[src/rtl/pc_seq_pkg.sv]
// Shared types for the program-counter sequencer: default widths, PC and offset types,
// and the offset sign-extension helper.
package pc_seq_pkg;

    localparam int PC_W_DEF  = 10;
    localparam int OFF_W_DEF = 7;

    typedef logic [PC_W_DEF-1:0]         pc_t;
    typedef logic signed [OFF_W_DEF-1:0] off_t;

    // A size cast of a signed operand replicates its sign bit.
    function automatic pc_t sext_off(input off_t off);
        return pc_t'(off);
    endfunction

endpackage

[src/rtl/pc_seq_ras.sv]
// Return-address stack: circular buffer with a top pointer and an occupancy count.
// A push while full overwrites the oldest entry and leaves the count at DEPTH.
module pc_seq_ras
    import pc_seq_pkg::*;
#(
    parameter int DEPTH = 4,
    parameter int W     = PC_W_DEF
) (
    input  logic         CLK,
    input  logic         init,
    input  logic         push,
    input  logic         pop,
    input  logic [W-1:0] din,
    output logic [W-1:0] dout,
    output logic         empty,
    output logic         full
);

    localparam int PW = $clog2(DEPTH);
    localparam int CW = PW + 1;

    logic [W-1:0]  mem [DEPTH];
    logic [PW-1:0] top;
    logic [PW-1:0] top_inc;
    logic [CW-1:0] count;

    assign top_inc = top + 1'b1;
    assign dout    = mem[top];
    assign empty   = (count == '0);
    assign full    = (count == CW'(DEPTH));

    always_ff @(posedge CLK) begin
        if (init) begin
            top   <= '0;
            count <= '0;
        end else if (push) begin
            top   <= top_inc;
            count <= full ? count : count + 1'b1;
        end else if (pop && !empty) begin
            top   <= top - 1'b1;
            count <= count - 1'b1;
        end
    end

    // Entry storage needs no reset; stale contents are unreachable once count is 0.
    always_ff @(posedge CLK) begin
        if (!init && push) begin
            mem[top_inc] <= din;
        end
    end

endmodule

[src/rtl/pc_seq.sv]
// Program-counter sequencer: prioritised jump/branch/call/return with a return-address
// stack and sticky halt/overflow/underflow flags. Define PC_SEQ_BRK_EN for a breakpoint.
module pc_seq
    import pc_seq_pkg::*;
#(
    parameter int PC_W      = PC_W_DEF,
    parameter int OFF_W     = OFF_W_DEF,
    parameter int HALT_ADDR = 63,
    parameter int BR_SKIP   = 2,
    parameter int RAS_DEPTH = 4
) (
    input  logic             CLK,
    input  logic             init,
    input  logic             stall,
    input  logic             jump_en,
    input  logic             branch_en,
    input  logic             call_en,
    input  logic             ret_en,
    input  logic [OFF_W-1:0] counter,
`ifdef PC_SEQ_BRK_EN
    input  logic             brk_we,
    input  logic [PC_W-1:0]  brk_addr,
`endif
    output logic             halt,
    output logic [PC_W-1:0]  PC,
    output logic             ras_ovf,
    output logic             ras_unf
);

    localparam logic [PC_W-1:0] HALT_PC = PC_W'(HALT_ADDR);
    localparam logic [PC_W-1:0] BR_INC  = PC_W'(BR_SKIP);

    logic [PC_W-1:0] offset;
    logic [PC_W-1:0] pc_nxt;
    logic            halt_nxt;
    logic            ovf_nxt;
    logic            unf_nxt;
    logic            ras_push;
    logic            ras_pop;
    logic [PC_W-1:0] ras_dout;
    logic            ras_empty;
    logic            ras_full;
    logic            brk_hit;

    assign offset = PC_W'(signed'(counter));

`ifdef PC_SEQ_BRK_EN
    logic [PC_W-1:0] brk;
    logic            brk_vld;

    always_ff @(posedge CLK) begin
        if (init) begin
            brk_vld <= 1'b0;
        end else if (brk_we) begin
            brk     <= brk_addr;
            brk_vld <= 1'b1;
        end
    end

    assign brk_hit = brk_vld && (PC == brk);
`else
    assign brk_hit = 1'b0;
`endif

    always_comb begin
        pc_nxt   = PC;
        halt_nxt = halt;
        ovf_nxt  = ras_ovf;
        unf_nxt  = ras_unf;
        ras_push = 1'b0;
        ras_pop  = 1'b0;
        if (!halt) begin
            if (PC > HALT_PC) begin
                halt_nxt = 1'b1;
            end else if (brk_hit && !stall) begin
                halt_nxt = 1'b1;
            end else if (!stall) begin
                if (ret_en) begin
                    if (ras_empty) begin
                        unf_nxt  = 1'b1;
                        halt_nxt = 1'b1;
                    end else begin
                        pc_nxt  = ras_dout;
                        ras_pop = 1'b1;
                    end
                end else if (call_en) begin
                    ras_push = 1'b1;
                    ovf_nxt  = ras_ovf | ras_full;
                    pc_nxt   = PC + offset;
                end else if (jump_en) begin
                    pc_nxt = PC + offset;
                end else if (branch_en) begin
                    pc_nxt = PC + BR_INC;
                end else begin
                    pc_nxt = PC + 1'b1;
                end
            end
        end
    end

    always_ff @(posedge CLK) begin
        if (init) begin
            PC      <= '0;
            halt    <= 1'b0;
            ras_ovf <= 1'b0;
            ras_unf <= 1'b0;
        end else begin
            PC      <= pc_nxt;
            halt    <= halt_nxt;
            ras_ovf <= ovf_nxt;
            ras_unf <= unf_nxt;
        end
    end

    pc_seq_ras #(
        .DEPTH (RAS_DEPTH),
        .W     (PC_W)
    ) u_ras (
        .CLK   (CLK),
        .init  (init),
        .push  (ras_push),
        .pop   (ras_pop),
        .din   (PC + 1'b1),
        .dout  (ras_dout),
        .empty (ras_empty),
        .full  (ras_full)
    );

endmodule

[config.mk]
export PLATFORM = sky130hd
export DESIGN_NAME = pc_seq
export DESIGN_NICKNAME = d
export VERILOG_FILES = /design/src/rtl/pc_seq_pkg.sv /design/src/rtl/pc_seq_ras.sv /design/src/rtl/pc_seq.sv
export SDC_FILE = /design/constraint.sdc
export NUM_CORES = 1
export LEC_CHECK = 0
export BUFFER_PORTS_ARGS = -buffer_cell sky130_fd_sc_hd__buf_2
export CAP_MARGIN = 20
export CORE_MARGIN = 10
export CORE_UTILIZATION = 54
export CTS_CLUSTER_DIAMETER = 120
export DETAILED_ROUTE_END_ITERATION = 10
export PLACE_DENSITY = 0.79
export SLEW_MARGIN = 20
export SYNTH_ARGS = -nofsm -noshare
export SYNTH_HDL_FRONTEND = slang
export SYNTH_SLANG_ARGS = --single-unit
[constraint.sdc]
create_clock -name CLK -period 2.1 [get_ports CLK]
set_clock_uncertainty 0.05 [all_clocks]
set_input_delay 0.42 -clock CLK [delete_from_list [all_inputs] [get_ports CLK]]
set_output_delay 0.42 -clock CLK [all_outputs]
set_load 0.02 [all_outputs]
==> impl_metrics.ini, run 1 <==
[routing]
drtIter0Drc = 160
vias_per_cell = 5.83
drtAntennaViolNets = 0
routedWlPerCell_um = 18.2
firstDrtPassIters = 5
drc = 0
vias = 2407
drt_wl_total_um = 7500

[sta]
fin_ws_ns = -0.118
fin_crit_sh_pct = 106
slew_violations = 0
final_hold_viol_count = 0
fmax_mhz = 451
tightest_slew_ns = 0.491
relSlewSlack_pct = 67.1
fin_hold_ws_ns = 0.414
setup_violations = 28
rsz0062_at_grt = yes
fin_crit_ns = 2.22
finalSetupTns_ns = -0.359

[worst_hold_path]
hold_class = reg -> reg
holdPathStages = 2
hp-start = ras_ovf

[synthesis]
ys.flop_type = edfxtp_1
syn_nets = 301
async_flop_share_pct = 0
synthSimpleGateAreaFrac_pct = 13.4
synthMuxAreaShare_pct = 8.70
synth-compound-area-share_pct = 12.1
yosys.area.top_type = edfxtp_1
synth_warnings = 0
synth-edff-count = 40
ys_ff_latch = 60
synth_top_area_share_pct = 38.0
yosys-top-cells-area = edfxtp_1, dfxtp_1, mux4_2
netlist_area_um2 = 3160
syn_avg_cell_area_um2 = 11.7
yosysSeqAreaShare_pct = 50.6
synthAdderAreaFrac_pct = 7.20
synthXorXnorAreaFrac_pct = 5.54
synth_top_family_by_area = simple AND/OR/NAND/NOR gates
syn_inst = 270
yosysUniqueCellTypes = 46

[floorplan]
row_count = 27
initial_core_util_pct = 56.4
ios = 27
die_x_um = 96.6
die_h_um = 96.6
core-area_um2 = 5610
dieArea_um2 = 9320

[placed_design]
portBuffers = 26
gp_congestion = 0.865
place_area_um2 = 3720
post-dp-hpwl_um = 5360

[layout]
final_common_cell = edfxtp_1
final_cell_mix = edfxtp_1, buf_4, nor2_1
areaGrowthSynthToFinish_pct = 25.1
antenna_cells = 0
stdcell_area_um2 = 3960
drive_above_1_share_pct = 35.5
nets = 367

[grt]
grt_pass1_wl_um = 11700
antenna_found_initial = 0
globalRouteOverflowTotal = 0
grt_max_degree = 21
grt_pass1_vias = 2288
grtUsageTotal_pct = 16.7

[setup_path]
arrival_ns = 2.38
slowest_delay_ns = 0.57
path_depth = 8
cp-startpoint = halt
critical_path_class = reg -> reg
path_buf_inv = 1
cpMaxStageDelayCell = or4_4
reg2reg_from = halt
end_kind = flop
critPathTopFamily = simple AND/OR/NAND/NOR gates
path_cells = or4_4 -> nor4_4 -> inv_1 -> fa_2 -> xnor2_2 -> nand2_1 -> xor2_1 -> nor2_1
worstPathMaxFanout = 3
startpoint_type = flop
reg2regPathDepth = 8
crit_required_ns = 2.27

[outcome]
status = finished, violations left
failed_checks = negative setup slack

[clocking]
numCtsBuffers = 9
cts_buffer_depth = 2
cts_hold_buf = 0
clock-sinks = 60
cts_tree = done
h-tree-depth = 3
clock_latency_ns = 0.34
clockRootBuffer = clkbuf_8
clk_pin_slew_ns = 0.07

[power_and_ir_drop]
peakVddDrop_mv = 0.609
p_leak_nw = 1.54
total_power_w = 0.00386
powerDensity_nw_per_um2 = 975

[job]
maxCapViolCount = 0
[cell families after synthesis]
family / after synthesis
multiplexers: 15
XOR/XNOR: 20
buffers and inverters: 20
AND/OR/NAND/NOR: 78
adder cells (fa/ha/maj): 17
AO/OA/AOI/OAI: 60
flip-flops: 60
[path summary, 6_finish.rpt]
check                                      end  slack [ns]
worst min register to register         ras_ovf        0.41
worst max-delay path            u_ras.count[2]       -0.12
worst max register to register  u_ras.count[2]       -0.12
worst min-delay path                   ras_ovf        0.41
[cells in the mapped netlist (3+ instances only)]
cell type   n
ha_1       15
a211oi_1    9
a31oi_1     5
nand4_1     4
and3_1      5
nand2b_1    5
clkbuf_1    7
mux4_2     10
inv_1       8
nor3_1      6
nand3_1     4
buf_1       3
o21ai_0    11
edfxtp_1   40
a21o_1      3
xnor2_1    12
nand2_1    13
mux2i_1     5
dfxtp_1    20
xor2_1      8
nor2_1     27
a21oi_1    17
[final cells by class]
cell class,instances,area [µm²]
Fill cell,391,1650
Clock inverter,7,67.6
Inverter,8,30.0
Sequential cell,60,1610
Multi-Input combinational cell,190,1560
Clock buffer,9,124
Timing Repair Buffer,67,479
Tap cell,72,90.1
[timing repair]
item	4_1_cts	5_1_grt
buffers inserted	1	1
setup endpoints to repair	44	45
resized for setup	1	7
pin swaps	9	1
[state kept, by name (all words and copies together), names as in the netlist, named ones only]
register	flops
PC	10
halt	1
ras_ovf	1
ras_unf	1
u_ras.count	3
u_ras.mem	40
u_ras.top	2
[stage by stage]
step	setup slack, ns	util [%]	instances
detailed placement	-0.246	66.4	395
global route	-0.200	70.6	413
floorplan	-0.201	-	270
finish	-0.118	70.6	413
CTS	-0.0272	70.1	412
global placement	-0.192	66.4	395
[tightest hold or removal path: cells and delay by family, from the launching register on]
family	cells	cell delay [ns]
flip-flops	1	0.32
AND/OR/NAND/NOR	1	0.07
AO/OA/AOI/OAI	1	0.04
[report_power, final]
part | total (W) | leakage (nW) | internal, W | switching, W
Clock | 0.00102 | 0.103 | 0.000543 | 0.000476
Sequential | 0.00149 | 0.532 | 0.00140 | 0.0000883
Combinational | 0.00136 | 0.907 | 0.000635 | 0.000720
Total | 0.00386 | 1.54 | 0.00258 | 0.00128
[per-layer routing]
metal	up-vias	track usage [%]	part of all wire [%]
met5	-	0	0
met4	0	8.47	2.4
met3	16	5.09	7.3
met2	92	25.9	47
met1	1140	20.7	43
li1	1159	-	-
Power figures use the tool's default switching activity.
==> run 2, diff against run 1 <==
Settings changed: ABC_AREA set to 1, CORE_ASPECT_RATIO set to 1.2, TNS_END_PERCENT set to 100.
==> run 2 against run 1 <==
The run now ends clean. Routed wire length up 14%. Synthesized cell count up 56%. Final area up 1.5%. Via count up 29%. Sequential share of layout area down 0.83 points. Die area up 7.6%. Area after synthesis up 9.5%. Sequential power about the same. Hold slack worse by 0.062 ns. Sequential cell count unchanged. First-iteration DRC count up 44%. Critical path type unchanged. Largest cell class is now multi-input combinational cells.
==> impl_metrics.ini, run 2 <==
[setup_path]
worstPathMaxFanout = 4
r2r_setup_slack_ns = 0.14
slowest_delay_ns = 0.45
reg2regPathDepth = 9
startpoint_type = flop
cpMostUsedCell = nand3_2
cp-startpoint = PC[7]
crit_required_ns = 2.29
reg2reg_from = PC[7]
path_cells = nor2_2 -> nand3_2 -> nor2_4 -> nand4_4 -> fa_1 -> xor2_2 -> nand3_2 -> nand2_1 -> nor2_1
critical_path_class = reg -> reg
path_buf_inv = 0
end_kind = flop
cpMaxStageDelayCell = fa_1
arrival_ns = 2.16
reg2reg_to = u_ras.count[2]
critPathTopFamily = simple AND/OR/NAND/NOR gates

[layout]
drive_above_1_share_pct = 16.6
antenna_cells = 0
final_cell_mix = nand2_1, inv_1, nor2_1
nets = 497
final_common_cell = nand2_1
areaGrowthSynthToFinish_pct = 16.0
fill_cells = 526
largest_register = u_ras.mem
largest_registers = u_ras.mem x40, PC x10, u_ras.count x3
largest_reg_flops = 40

[synthesis]
yosys.area.top_type = edfxtp_1
synth_top_area_share_pct = 34.7
yosysSeqAreaShare_pct = 46.2
syn_nets = 451
ys_ff_latch = 60
yosys-top-cells-area = edfxtp_1, dfxtp_1, nand2_1
yosysMostFrequentCell = nand2_1
netlist_area_um2 = 3460
synthTopCellsByCount = nand2_1, inv_1, nor2_1
syn_avg_cell_area_um2 = 8.25
syn_inst = 420
async_flop_share_pct = 0
synth_warnings = 0
synth-edff-count = 40
ys.flop_type = edfxtp_1
yosysUniqueCellTypes = 39

[floorplan]
initial_core_util_pct = 56.5
dieArea_um2 = 10000
core-area_um2 = 6130
die_h_um = 108
ios = 27
die_x_um = 93.1
row_count = 31

[sta]
fin_crit_sh_pct = 93.4
setup_violations = 0
slew_violations = 0
relSlewSlack_pct = 61.3
final_hold_viol_count = 0
fin_hold_ws_ns = 0.352
finalSetupTns_ns = 0
tightest_slew_ns = 0.580
fin_crit_ns = 1.96
rsz0062_at_grt = no
fmax_mhz = 510

[placed_design]
portBuffers = 26
gp_congestion = 0.952
post-dp-hpwl_um = 6230

[power_and_ir_drop]
peakVddDrop_mv = 0.640
total_power_w = 0.00400
p_leak_nw = 1.78
powerDensity_nw_per_um2 = 995

[clocking]
cts_resized = 0
cts_tree = done
clockRootBuffer = clkbuf_8
cts_buffer_depth = 2
cts_hold_buf = 0
numCtsBuffers = 9
clk_pin_slew_ns = 0.07
clock_latency_ns = 0.34
clock-sinks = 60
h-tree-depth = 3
cts_setup_buffers = 0

[grt]
grtUsageTotal_pct = 17.7
globalRouteOverflowTotal = 0
antenna_found_initial = 0
grt_pass1_vias = 3059
grt_pass1_wl_um = 14100
grt_max_degree = 21

[routing]
vias_per_cell = 5.60
drc = 0
vias = 3097
firstDrtPassIters = 5
drtIter0Drc = 230
drt_wl_total_um = 8560
drtAntennaViolNets = 0
routedWlPerCell_um = 15.5

[worst_hold_path]
holdPathEnd = ras_unf
hp-start = init
hold_class = in -> reg
holdPathStages = 2

[job]
maxCapViolCount = 0

[outcome]
status = complete, no violations
run 2: cell families (layout without fill, tap and decap cells):
family / after synthesis / in the layout / synth area share [%]
and+or+nand+nor: 194 / 194 / 25.6
adders and majority gates: 17 / 17 / 6.57
AOI/OAI and AO/OA: 77 / 77 / 12.2
DFF: 60 / 60 / 46.2
xor gates and xnor gates: 9 / 9 / 2.28
buffers and inverters: 63 / 114 / 7.08
run 2: cell type report:
type | instances | area [µm²] | share of cell area, %
clock buffer | 9 | 124 | 3.08
inverter | 54 | 208 | 5.17
tap | 82 | 103 | 2.55
multi-input combinational | 297 | 1640 | 40.7
sequential | 60 | 1600 | 39.9
clock inverter | 7 | 81.3 | 2.02
timing repair buffer | 44 | 265 | 6.60
run 2: per-stage QoR:
stage | cell area [µm²] | util [%] | setup slack, ns | std cells
2_1_floorplan | 3460 | - | 0.0586 | 420
3_3_place_gp | 3790 | 61.9 | 0.123 | 537
3_5_place_dp | 3790 | 61.9 | 0.0687 | 537
4_1_cts | 4000 | 65.3 | 0.0682 | 553
5_1_grt | 4020 | 65.6 | 0.0555 | 553
6_report | 4020 | 65.6 | 0.139 | 553
run 2: power breakdown:
group          total, W  internal (W)  switching (W)
Sequential      0.00149       0.00141      0.0000816
Clock           0.00110      0.000651       0.000448
Combinational   0.00141      0.000494       0.000918
run 2: worst max-delay path by stage:
| stage | end | cells past startpoint |
|---|---|---|
| 6_report | u_ras.count[2] | 9 |
| 5_1_grt | u_ras.count[2] | 9 |
| 4_1_cts | u_ras.count[2] | 9 |
| 3_5_place_dp | u_ras.count[2] | 8 |
| 3_3_place_gp | PC[4] | 11 |
| 2_1_floorplan | u_ras.mem[0][0] | 7 |
run 2: worst reg2reg max path: cells and delay by family (launching register included):
family,cells,cell delay (ns)
simple gates,7,0.79
fa+ha+maj,1,0.45
flops,1,0.33
xor+xnor,1,0.25
run 2: layer usage:
layer / track usage (%) / vias to the layer above / part of all wire [%]
met5: 0 / - / 0
met4: 11.9 / 0 / 3.7
met3: 4.54 / 33 / 5.2
met2: 28.8 / 117 / 50
met1: 20.0 / 1436 / 41
li1: - / 1511 / -
==> run 3, diff against run 2 <==
Settings changed: SETUP_SLACK_MARGIN set to 0.5.
==> run 3 against run 2 <==
Clock-buffer cell count up 2. Global-route usage up 1.5 points. First-iteration DRC count up 14%. Critical endpoint is now PC[6]. Sequential cell count unchanged. Worst setup slack better by 0.16 ns.
==> impl_metrics.ini, run 3 (synthesized netlist as in run 2, its figures left out) <==
[sta]
fin_crit_ns = 1.80
finalSetupTns_ns = 0
fmax_mhz = 557
slew_violations = 0
fin_crit_sh_pct = 85.5
tightest_slew_ns = 0.442
fin_hold_ws_ns = 0.406
setup_violations = 0
final_hold_viol_count = 0
relSlewSlack_pct = 70.4
rsz0062_at_grt = yes

[setup_path]
critical_path_class = reg -> reg
reg2reg_to = PC[6]
startpoint_type = flop
end_kind = flop
cpMaxStageDelayCell = dfxtp_4
reg2reg_from = PC[1]
reg2regPathDepth = 11
path_depth = 11
slowest_delay_ns = 0.38
cp-startpoint = PC[1]
cpMostUsedCell = nand3_1
path_buf_inv = 4
arrival_ns = 1.98
crit_path_end = PC[6]
path_cells = buf_6 -> buf_4 -> nand3_1 -> inv_1 -> nand4_1 -> nand3_1 -> nand3_1 -> nand3_1 -> nand3_1 -> nand2_1 -> inv_1
worstPathMaxFanout = 5
crit_required_ns = 2.28
critPathTopFamily = simple AND/OR/NAND/NOR gates
r2r_setup_slack_ns = 0.30

[layout]
final_util_pct = 74.7
drive_above_1_share_pct = 33.3
areaGrowthSynthToFinish_pct = 32.2
stdcell_count = 577
largest_registers = u_ras.mem x40, PC x10, u_ras.count x3
largest_register = u_ras.mem
largest_reg_flops = 40
final_common_cell = nand2_1
antenna_cells = 0
final_cell_mix = nand2_1, inv_1, edfxtp_1
fill_cells = 420
nets = 521

[grt]
grt_pass1_vias = 3239
grt_max_degree = 21
antenna_found_initial = 0
grtUsageTotal_pct = 19.2
globalRouteOverflowTotal = 0
grt_pass1_wl_um = 15400

[routing]
vias = 3387
drc = 0
vias_per_cell = 5.87
drtAntennaViolNets = 0
firstDrtPassIters = 5
routedWlPerCell_um = 17.8
drt_wl_total_um = 10300
drtIter0Drc = 262

[worst_hold_path]
hp-start = init
hold_class = in -> reg

[job]
maxCapViolCount = 0

[placed_design]
gp_congestion = 0.916
portBuffers = 26
post-dp-hpwl_um = 6100
dp.cells = 525

[power_and_ir_drop]
p_leak_nw = 1.95
total_power_w = 0.00443
peakVddDrop_mv = 0.681
powerDensity_nw_per_um2 = 968

[floorplan]
initial_core_util_pct = 56.5
dieArea_um2 = 10000
die_x_um = 93.1
die_h_um = 108
core-area_um2 = 6130
row_count = 31
ios = 27

[clocking]
cts_buffer_depth = 2
clock_latency_ns = 0.33
numCtsBuffers = 9
cts_hold_buf = 0
cts_tree = done
clock-sinks = 60
h-tree-depth = 3
clk_pin_slew_ns = 0.07
clockRootBuffer = clkbuf_8

[outcome]
status = complete, no violations
-- run 3: cell types whose count changed in the layout (fill, tap and decap cells not counted), sizes merged --
cell / previous run / this run
bufinv: 2 / 1
clkinvlp: 0 / 3
buf: 44 / 67
inv: 53 / 52
clkinv: 6 / 4
clkbuf: 9 / 11
-- run 3: timing repair --
action                                  CTS  global route
resized for setup                        25            31
pin swaps                                23            11
endpoints found under the hold margin     0             0
buffers inserted                         25            10
cloned                                    0             1
endpoints found under the setup margin   68            69
-- run 3: area by class of cell --
type                    count  area [µm²]  share of cell area [%]
flip-flops and latches     60        1630                    35.7
repair inverters            1        5.00                   0.109
inverters                  54         224                    4.89
clock inverters             5        52.6                    1.15
well taps                  82         103                    2.24
clock buffers              11         131                    2.87
repair buffers             67         470                    10.3
multi-input cells         297        1960                    42.8
-- run 3: report_power, final --
part | internal, W | total, W | leakage [nW] | switching [W]
logic | 0.000770 | 0.00189 | 1.32 | 0.00112
clock network | 0.000542 | 0.000982 | 0.0931 | 0.000440
registers | 0.00142 | 0.00156 | 0.536 | 0.000138
total | 0.00274 | 0.00443 | 1.95 | 0.00170
-- run 3: layer usage --
metal  global-route usage (%)  wire length (µm)  up-vias  share of wire, %
met5                        0                 0        -                 0
met2                     33.6              5090      207                50
met3                     3.77               768       65               7.5
met4                     8.72               568        0               5.5
li1                         -                 -     1552                 -
met1                     22.0              3830     1563                37
-- run 3: worst min path at each step --
stage,to,slack (ns),cells past startpoint
final,ras_unf,0.41,2
after detailed placement,ras_ovf,0.42,1
after global placement,ras_ovf,0.39,1
after global routing,PC[3],0.40,2
after floorplan,u_ras.count[0],0.43,2
after CTS,PC[7],0.37,2
-- run 3: stage by stage --
| stage | setup slack, ns | cell area, µm² |
|---|---|---|
| after global placement | 0.200 | 3830 |
| after global routing | 0.192 | 4580 |
| after CTS | 0.377 | 4370 |
| final | 0.304 | 4580 |
| after detailed placement | 0.171 | 3830 |
| after floorplan | 0.327 | 3590 |
